===== src/rtl/uart_pkg.sv =====
// Shared UART types and constants for the receiver and transmitter.
package uart_pkg;

  localparam int UART_DATA_BITS = 8;

  typedef enum logic [2:0] {
    IDLE, START, DATA, STOP, CLEANUP, BREAK
  } uart_rx_state_t;

  typedef enum logic [1:0] {
    TX_IDLE, TX_START, TX_DATA, TX_STOP
  } uart_tx_state_t;

  function automatic int cnt_width(input int clks_per_bit);
    return (clks_per_bit <= 2) ? 1 : $clog2(clks_per_bit);
  endfunction

endpackage


===== src/rtl/uart_rx_if.sv =====
// Received-byte bus from the UART receiver to its consumer (command parser).
interface uart_rx_if;
  import uart_pkg::*;

  logic [UART_DATA_BITS-1:0] data;
  logic                      valid;
  logic                      frame_err;
  logic                      active;

  modport master (output data, valid, frame_err, active);
  modport slave  (input  data, valid, frame_err, active);

endinterface


===== src/rtl/uart_sync2.sv =====
// Two-flop synchronizer; RST_VAL selects the value both flops take while in reset.
module uart_sync2 #(
  parameter logic RST_VAL = 1'b0
) (
  input  logic clk,
  input  logic rst_n,
  input  logic d,
  output logic q
);

  logic meta;

  always_ff @(posedge clk or negedge rst_n) begin
    if (!rst_n) begin
      meta <= RST_VAL;
      q    <= RST_VAL;
    end else begin
      meta <= d;
      q    <= meta;
    end
  end

endmodule


===== src/rtl/uart_rx.sv =====
// 8N1 UART receiver: synchronizes rxd, samples each bit at its centre, strobes good bytes.
module uart_rx
  import uart_pkg::*;
#(
  parameter int CLKS_PER_BIT = 434
) (
  input  logic     clk,
  input  logic     rst_n,
  input  logic     rxd,
  uart_rx_if.master rx
);

  localparam int             CW       = cnt_width(CLKS_PER_BIT);
  localparam int             HALF     = (CLKS_PER_BIT - 1) / 2;
  localparam logic [CW-1:0]  HALF_C   = CW'(HALF);
  localparam logic [CW-1:0]  BIT_END  = CW'(CLKS_PER_BIT - 1);
  localparam logic [2:0]     LAST_BIT = 3'(UART_DATA_BITS - 1);

  logic                      rst_int_n;
  logic                      rxd_s;
  uart_rx_state_t            state;
  logic [CW-1:0]             cnt;
  logic [2:0]                bit_idx;
  logic [UART_DATA_BITS-1:0] shreg;
  logic [UART_DATA_BITS-1:0] data_q;
  logic                      valid_q;
  logic                      frame_err_q;
  logic                      active_q;

  // Reset asserts immediately but releases on a clock edge.
  uart_sync2 #(.RST_VAL(1'b0)) u_rst_sync (
    .clk   (clk),
    .rst_n (rst_n),
    .d     (1'b1),
    .q     (rst_int_n)
  );

  // Line idles high, so the synchronizer resets high and never fakes a start bit.
  uart_sync2 #(.RST_VAL(1'b1)) u_rxd_sync (
    .clk   (clk),
    .rst_n (rst_int_n),
    .d     (rxd),
    .q     (rxd_s)
  );

  always_ff @(posedge clk or negedge rst_int_n) begin
    if (!rst_int_n) begin
      state       <= IDLE;
      cnt         <= '0;
      bit_idx     <= '0;
      shreg       <= '0;
      data_q      <= '0;
      valid_q     <= 1'b0;
      frame_err_q <= 1'b0;
      active_q    <= 1'b0;
    end else begin
      valid_q     <= 1'b0;
      frame_err_q <= 1'b0;
      case (state)
        IDLE: begin
          cnt      <= '0;
          active_q <= 1'b0;
          if (!rxd_s) begin
            state    <= START;
            active_q <= 1'b1;
          end
        end
        START: begin
          if (cnt == HALF_C) begin
            cnt <= '0;
            if (!rxd_s) begin
              state   <= DATA;
              bit_idx <= '0;
            end else begin
              state    <= IDLE;
              active_q <= 1'b0;
            end
          end else begin
            cnt <= cnt + 1'b1;
          end
        end
        DATA: begin
          if (cnt == BIT_END) begin
            cnt            <= '0;
            shreg[bit_idx] <= rxd_s;
            if (bit_idx == LAST_BIT) state <= STOP;
            else                     bit_idx <= bit_idx + 3'd1;
          end else begin
            cnt <= cnt + 1'b1;
          end
        end
        STOP: begin
          if (cnt == BIT_END) begin
            cnt <= '0;
            if (rxd_s) begin
              data_q  <= shreg;
              valid_q <= 1'b1;
              state   <= CLEANUP;
            end else begin
              frame_err_q <= 1'b1;
              state       <= BREAK;
            end
          end else begin
            cnt <= cnt + 1'b1;
          end
        end
        CLEANUP: begin
          state    <= IDLE;
          active_q <= 1'b0;
        end
        BREAK: begin
          // Wait out a held-low line so it reports one error, not one per bit time.
          if (rxd_s) begin
            state    <= IDLE;
            active_q <= 1'b0;
          end
        end
        default: begin
          state    <= IDLE;
          cnt      <= '0;
          active_q <= 1'b0;
        end
      endcase
    end
  end

  assign rx.data      = data_q;
  assign rx.valid     = valid_q;
  assign rx.frame_err = frame_err_q;
  assign rx.active    = active_q;

endmodule

===== src/flat_wrapper.sv =====
// flat-port wrapper written by rule: the top's interface ports become plain ports
module uart_rx_flat import uart_pkg::*;
#(
  parameter int CLKS_PER_BIT = 434
)
  (clk, rst_n, rxd, rx_data, rx_valid, rx_frame_err, rx_active);
  uart_rx_if rx_i ();
  input  logic clk;
  input  logic rst_n;
  input  logic rxd;
  output wire logic [$bits(rx_i.data)-1:0] rx_data;
  output wire logic [$bits(rx_i.valid)-1:0] rx_valid;
  output wire logic [$bits(rx_i.frame_err)-1:0] rx_frame_err;
  output wire logic [$bits(rx_i.active)-1:0] rx_active;
  assign rx_data = rx_i.data;
  assign rx_valid = rx_i.valid;
  assign rx_frame_err = rx_i.frame_err;
  assign rx_active = rx_i.active;
  uart_rx #(.CLKS_PER_BIT(CLKS_PER_BIT)) u_core (.clk(clk), .rst_n(rst_n), .rxd(rxd), .rx(rx_i));
endmodule

===== config.mk =====
export PLATFORM = sky130hd
export DESIGN_NAME = uart_rx_flat
export DESIGN_NICKNAME = d
export VERILOG_FILES = /design/src/rtl/uart_pkg.sv /design/src/rtl/uart_rx_if.sv /design/src/rtl/uart_sync2.sv /design/src/rtl/uart_rx.sv /design/src/flat_wrapper.sv
export SDC_FILE = /design/constraint.sdc
export NUM_CORES = 1
export LEC_CHECK = 0
export BUFFER_PORTS_ARGS = -buffer_cell sky130_fd_sc_hd__buf_2
export CAP_MARGIN = 20
export CORE_MARGIN = 4
export CORE_UTILIZATION = 30
export CTS_CLUSTER_SIZE = 8
export DETAILED_ROUTE_END_ITERATION = 10
export GPL_ROUTABILITY_DRIVEN = 0
export PLACE_DENSITY = 0.47
export SETUP_SLACK_MARGIN = 0.02
export SYNTH_ARGS = -nofsm -noshare
export SYNTH_HDL_FRONTEND = slang
export SYNTH_SLANG_ARGS = --single-unit

===== constraint.sdc =====
create_clock -name clk -period 2.7 [get_ports clk]
set_input_delay 0.135 -clock clk [delete_from_list [all_inputs] [get_ports clk]]
set_output_delay 0.135 -clock clk [all_outputs]
set_load 0.03 [all_outputs]

==> key figures, run 1 <==
Outcome
  – Status: finished, final reports clean

Floorplanning
  – Die Y: 87.9 µm
  – Row count: 28
  – Die Wd: 87.9 µm
  – Initial core utilization: 31.6%
  – Ports: 14
  – Core Region: 6060 µm²
  – Die area: 7720 µm²

Route
  – Via density per instance: 5.17
  – Final WL: 3890 µm
  – Residual DRC: 0
  – Iteration-0 DRC count of the detailed router: 76
  – Drt pass-1 iters: 4
  – Vias after detailed routing: 1359
  – Post-DRT Antenna Nets: 0
  – Wire length per cell: 14.8 µm

Timing
  – Max Clock Skew: 0.00532 ns
  – Final setup fails: 0
  – Setup TNS Final: 0 ns
  – RSZ-0062 raised after global routing: false
  – Hold slack: 0.157 ns
  – Slew Viols, Final: 0
  – Slew headroom: 48.2%
  – Fmax: 475 MHz
  – Final worst path period share: 78.0%
  – Least-Margin Pin Slew: 0.777 ns
  – Final Hold Viols: 0
  – Minimum clock period: 2.11 ns

Yosys
  – Count leader, synth: dfrtp_1
  – Syn Inst Count: 172
  – Post-synthesis async set-or-reset flop share: 100%
  – Share of the yosys chip area belonging to registers: 49.8%
  – Synth Warn #: 0
  – Compound-Gate Fraction of Synth Area: 14.9%
  – Synth Area in XOR/XNOR: 0.458%
  – Yosys cell types: 47
  – Post-synth top area cell: dfrtp_1
  – Adder-cell share of the synthesized area: 3.27%
  – Mapped Avg Cell Area: 11.1 µm²
  – Top_reg_cell synth: dfrtp_1
  – Syn Nets: 180
  – Largest family of logic cells by synthesized area: simple AND/OR/NAND/NOR gates
  – Top post-synthesis cells by area: dfrtp_1 (47%), mux2_2 (7.1%), ha_1 (3.3%)
  – Mux contribution to synthesized area: 10.0%
  – Number of enable flip-flop cells after synthesis: 0
  – Synthesized area: 1910 µm²
  – Simple-Gate Fraction of Synth Area: 17.0%
  – Synth Register Bits: 38
  – Post-synth top cells: dfrtp_1 (36), mux2_2 (12), inv_1 (10)
  – Synth top area share: 47.1%

Place
  – Area after DPL: 2030 µm²
  – Port bufs: 13
  – DP Wirelength: 2700 µm

Clock network
  – CTS Buf Count: 5
  – CTS Buffer Depth: 2
  – CTS H-tree lvls: 2
  – CTS tree: done
  – Clock Tree Root: clkbuf_8
  – Later-pin clock latency in the skew report: 0.29 ns
  – CTS Sinks: 38
  – Clk pin slew, worst setup/hold paths: 0.08 ns
  – Post-CTS Resized: 0

Global route
  – GRT Residual Overflow: 0
  – First-pass GRT wire length: 6690 µm
  – Met3 global-route usage: 2.82%
  – M1 GR Usage: 15.9%
  – Vias in the first global route: 1362
  – Met2 usage: 16.8%
  – GRT Util Overall: 11.2%
  – Initial antenna violation count: 0
  – Busiest grt layer: met2
  – Pin count of the biggest net entering global routing: 28

Run
  – Max-Cap Viols: 0

Worst setup path
  – CP Max Fanout: 18
  – WS Path Type: reg -> reg
  – Startpoint Class: flop
  – Critical path endpoint category: flop
  – Arr. time, crit path: 2.31 ns
  – CP required: 2.90 ns
  – Worst r2r path cells: 4

Final layout
  – Fin util: 35.4%
  – Final net count: 195
  – Final Cell Area: 2150 µm²
  – N_diodes: 0
  – Fillcell total: 620
  – Layout Area Growth over Synthesis: 12.1%
  – Layout cells sized above 1: 23.4%

Pwr
  – Leak pwr: 0.999 nW
  – Peak VDD IR: 0.000354 V
  – PD cells: 736 nW/µm²

Min path
  – HP Class: in -> async
## kinds of logic (layout without fill, tap and decap cells)
group | after synthesis | after routing
simple gates | 49 | 49
compound gates | 43 | 43
flops | 38 | 38
buf+inv | 18 | 34
mux | 17 | 17
fa+ha+maj | 5 | 5
other cells | 1 | 1
xor+xnor | 1 | 1
## what timing repair did
action                                 in CTS  in global routing
setup buffers                               0                  0
hold buffers                                2                  0
endpoints found under the hold margin       3                  0
## layout by cell type, fill, tap and decap left out, drive strengths merged, types with 2 or more instances in the layout
master,instances
a22oi,5
nor2,9
clkbuf,7
nand2,5
o21a,2
o31a,2
buf,14
ha,5
inv,10
mux2,17
dfstp,2
nor3,5
o21bai,3
nand3,5
dlygate4sd3,2
dfrtp,36
o22ai,3
a21oi,10
or3b,2
a22o,2
nand3b,2
and4bb,2
and4b,2
nor4,3
o21ai,11
nor3b,3
nand2b,4
o31ai,2
and3,2
## layer usage
layer	vias up	wire length [µm]
met2	23	1710
li1	656	-
met4	0	40
met3	5	135
met1	675	2000
met5	-	0
## area by class of cell
cell class                      count  area, µm²  share of cell area [%]
Sequential cell                    38        953                    44.4
Clock inverter                      1       5.00                   0.233
Tap cell                           75       93.8                    4.37
Clock buffer                        7       86.3                    4.02
Multi-Input combinational cell    116        877                    40.9
Timing Repair Buffer               16       92.6                    4.31
Inverter                           10       37.5                    1.75
## path summary, 6_finish.rpt
kind	endpoint	slack, ns	start
max	u_core.cnt[2]$_DFFE_PN0N_	0.59	u_core.state[2]$_DFFE_PN0P_
min	u_core.u_rst_sync.meta$_DFF_PN0_	0.16	rst_n
max reg2reg	u_core.cnt[2]$_DFFE_PN0N_	0.59	u_core.state[2]$_DFFE_PN0P_
min reg2reg	u_core.cnt[8]$_DFFE_PN0N_	0.18	u_core.u_rst_sync.q$_DFF_PN0_
max in group asynchronous	u_core.u_rxd_sync.meta$_DFF_PN1_	1.77	u_core.u_rst_sync.q$_DFF_PN0_
min in group clk	u_core.u_rst_sync.q$_DFF_PN0_	0.35	u_core.u_rst_sync.meta$_DFF_PN0_
## power breakdown
part / internal, mW / total (mW) / switching (mW)
clock: 0.206 / 0.404 / 0.198
combinational: 0.187 / 0.397 / 0.210
sequential: 0.650 / 0.777 / 0.127
total: 1.04 / 1.58 / 0.535
## critical path, stage by stage, from the launching register on
cell and delay (ns):
dfrtp_1 0.56, or3b_1 0.44, a21oi_2 0.59, o21ai_0 0.22, a22oi_1 0.21
## sequential cells by signal, indices dropped and copies added (netlist names)
signal and count:
u_core.bit_idx 3, u_core.rx.valid 1, u_core.u_rst_sync.q 1, u_core.rx.active 1
u_core.rx.frame_err 1, u_core.u_rst_sync.meta 1, u_core.state 3, u_core.u_rxd_sync.q 1
u_core.rx.data 8, u_core.shreg 8, u_core.u_rxd_sync.meta 1, u_core.cnt 9
## per-stage QoR
step                      instances  power, mW  setup WS, ns
final                           263       1.58         0.594
after detailed placement        253       1.18         0.648
after global routing            263       1.70         0.395
after CTS                       263       1.60         0.617
after floorplan                 172       1.08         0.957
after global placement          253       1.18         0.719
No activity file was read; power rests on OpenSTA's default activity.
==> run 2: changes to the inputs <==
ABC_AREA = 1   (was default)
PLACE_DENSITY = 0.49   (was 0.47)
clock period = 1.9 ns   (was 2.7 ns; I/O delays follow)
==> key figures, run 2 <==
Route
  – Via density per instance: 4.25
  – Residual DRC: 0
  – Vias after detailed routing: 1372
  – Final WL: 3440 µm
  – Post-DRT Antenna Nets: 0
  – Drt pass-1 iters: 4
  – Wire length per cell: 10.6 µm
  – Iteration-0 DRC count of the detailed router: 45

Pwr
  – Design internal power: 1.47 mW
  – Switching power total: 809 µW
  – Peak VDD IR: 0.000452 V
  – PD cells: 1060 nW/µm²
  – Gate power share: 27.6%
  – Leak pwr: 1.08 nW
  – Clock power frac: 29.2%
  – Net switching fraction of the power: 35.4%
  – Total Power: 2.28 mW
  – Sequential fraction of design power: 43.3%

Worst setup path
  – Arr. time, crit path: 1.74 ns
  – Crit-path cells: ha_1, ha_1, inv_1, nand2_1, o21ai_1, nand2_1, nand2_1, nand2_1
  – CP required: 2.08 ns
  – Critical path endpoint category: flop
  – Worst path max stage delay: 0.46 ns
  – Startpoint Class: flop
  – CP Max Fanout: 8
  – Slowest CP cell: dfrtp_1
  – WS Path Type: reg -> reg
  – Top cell by count, worst path: nand2_1

Yosys
  – Yosys cell types: 23
  – Synth top area share: 48.8%
  – Share of the yosys chip area belonging to registers: 51.7%
  – Syn Nets: 233
  – Post-synth top area cell: dfrtp_1
  – Mapped Avg Cell Area: 8.20 µm²
  – Top_reg_cell synth: dfrtp_1
  – Synthesized area: 1840 µm²
  – Top post-synthesis cells by area: dfrtp_1 (49%), nand2_1 (16%), nand3_1 (5.2%)
  – Syn Inst Count: 225
  – Synth Warn #: 0
  – Count leader, synth: nand2_1
  – Post-synth top cells: nand2_1 (80), dfrtp_1 (36), nand3_1 (19)
  – Synth Register Bits: 38
  – Post-synthesis async set-or-reset flop share: 100%
  – Number of enable flip-flop cells after synthesis: 0

Floorplanning
  – Die Y: 86.4 µm
  – Ports: 14
  – Die Wd: 86.4 µm
  – Die area: 7470 µm²
  – Row count: 28
  – Core Region: 5960 µm²
  – Initial core utilization: 31.0%

Global route
  – Vias in the first global route: 1386
  – GRT Residual Overflow: 0
  – First-pass GRT wire length: 6220 µm
  – Initial antenna violation count: 0
  – GRT Util Overall: 10.5%
  – Pin count of the biggest net entering global routing: 25

Timing
  – RSZ-0062 raised after global routing: false
  – Setup TNS Final: 0 ns
  – Slew Viols, Final: 0
  – Minimum clock period: 1.56 ns
  – Max Clock Skew: 0.00346 ns
  – Final setup fails: 0
  – Final Hold Viols: 0
  – Final worst-path setup slack: 0.337 ns
  – Least-Margin Pin Slew: 0.600 ns
  – Final worst path period share: 82.3%
  – Fmax: 640 MHz
  – Slew headroom: 60.0%
  – Hold slack: 0.117 ns

Clock network
  – CTS tree: done
  – CTS H-tree lvls: 2
  – Post-CTS Resized: 0
  – CTS Sinks: 38
  – Clk pin slew, worst setup/hold paths: 0.07 ns
  – Clock Tree Root: clkbuf_8
  – Later-pin clock latency in the skew report: 0.29 ns
  – CTS Buf Count: 5
  – CTS Buffer Depth: 2

Final layout
  – Commonest non-fill, non-tap cells in the layout: nand2_1 (80), dfrtp_1 (36), nand3_1 (19)
  – Final Cell Area: 2150 µm²
  – Final net count: 255
  – Layout Area Growth over Synthesis: 16.4%
  – Final Instance Count excl. Fillers: 323
  – Most flop-heavy register: u_core.cnt
  – Fin util: 36.0%
  – Layout cells sized above 1: 16.9%
  – Max reg flops: 9
  – Commonest non-fill, non-tap cell in the layout: nand2_1
  – N_diodes: 0

Place
  – Pre-CTS WS: 0.325 ns
  – Port bufs: 13
  – Cell count after placement: 313
  – DP Wirelength: 2570 µm
  – Area after DPL: 2020 µm²

Run
  – Max-Cap Viols: 0

Min path
  – HP Class: in -> async

Outcome
  – Status: finished, final reports clean
==> run 2: worst paths after layout <==
kind | startpoint | slack [ns] | end | depth (start not counted)
setup / recovery | u_core.bit_idx[0]$_DFFE_PN0P_ | 0.34 | u_core.bit_idx[1]$_DFFE_PN0P_ | 8
hold reg to reg | u_core.u_rst_sync.q$_DFF_PN0_ | 0.25 | u_core.state[0]$_DFFE_PN0P_ | 0
setup reg to reg | u_core.bit_idx[0]$_DFFE_PN0P_ | 0.34 | u_core.bit_idx[1]$_DFFE_PN0P_ | 8
max in group asynchronous | u_core.u_rst_sync.q$_DFF_PN0_ | 1.12 | u_core.cnt[7]$_DFFE_PN0N_ | 1
min in group clk | u_core.u_rst_sync.meta$_DFF_PN0_ | 0.36 | u_core.u_rst_sync.q$_DFF_PN0_ | 0
hold / removal | rst_n | 0.12 | u_core.u_rst_sync.q$_DFF_PN0_ | 2
==> run 2: logic make-up after synthesis <==
logic type,after synthesis,share of synthesized area [%]
compound gates,16,4.54
xor+xnor,6,2.85
fa+ha+maj,5,3.39
buf+inv,27,5.77
flops,38,51.7
other cells,1,0.203
simple gates,132,31.5
==> run 2: worst max-delay path: cells and delay by family (launching register included) <==
family,cells,cell delay (ns)
AOI/OAI and AO/OA,1,0.18
adders and majority gates,2,0.43
buffers and inverters,1,0.05
DFF,1,0.46
and+or+nand+nor,4,0.34
==> run 2: what timing repair did <==
| action | in CTS | in global routing |
|---|---|---|
| hold buffers | 2 | 0 |
| buffers inserted | 0 | 0 |
| hold endpoints to repair | 3 | 0 |
==> run 2: area by class of cell <==
| cell class | count | area [µm²] |
|---|---|---|
| Clock inverter | 1 | 30.0 |
| Clock buffer | 7 | 76.3 |
| Inverter | 26 | 103 |
| Tap cell | 75 | 93.8 |
| Timing Repair Buffer | 16 | 105 |
| Sequential cell | 38 | 953 |
| Fill cell | 646 | 3810 |
| Multi-Input combinational cell | 160 | 785 |
==> run 2: power groups by stage <==
stage                     logic (mW)  registers, mW  clock network, mW
after global placement         0.639           1.01                  0
after CTS                      0.642          0.988              0.704
after detailed placement       0.637           1.00                  0
after floorplan                0.469           1.01                  0
final                          0.629          0.988              0.666
after global routing           0.725           1.00              0.740
==> run 2: per-layer routing <==
metal	track usage, %	routed length [µm]	vias up
met4	4.96	72	0
met3	2.85	119	5
met2	15.9	1510	17
li1	-	-	748
met5	0	0	-
met1	13.8	1740	602
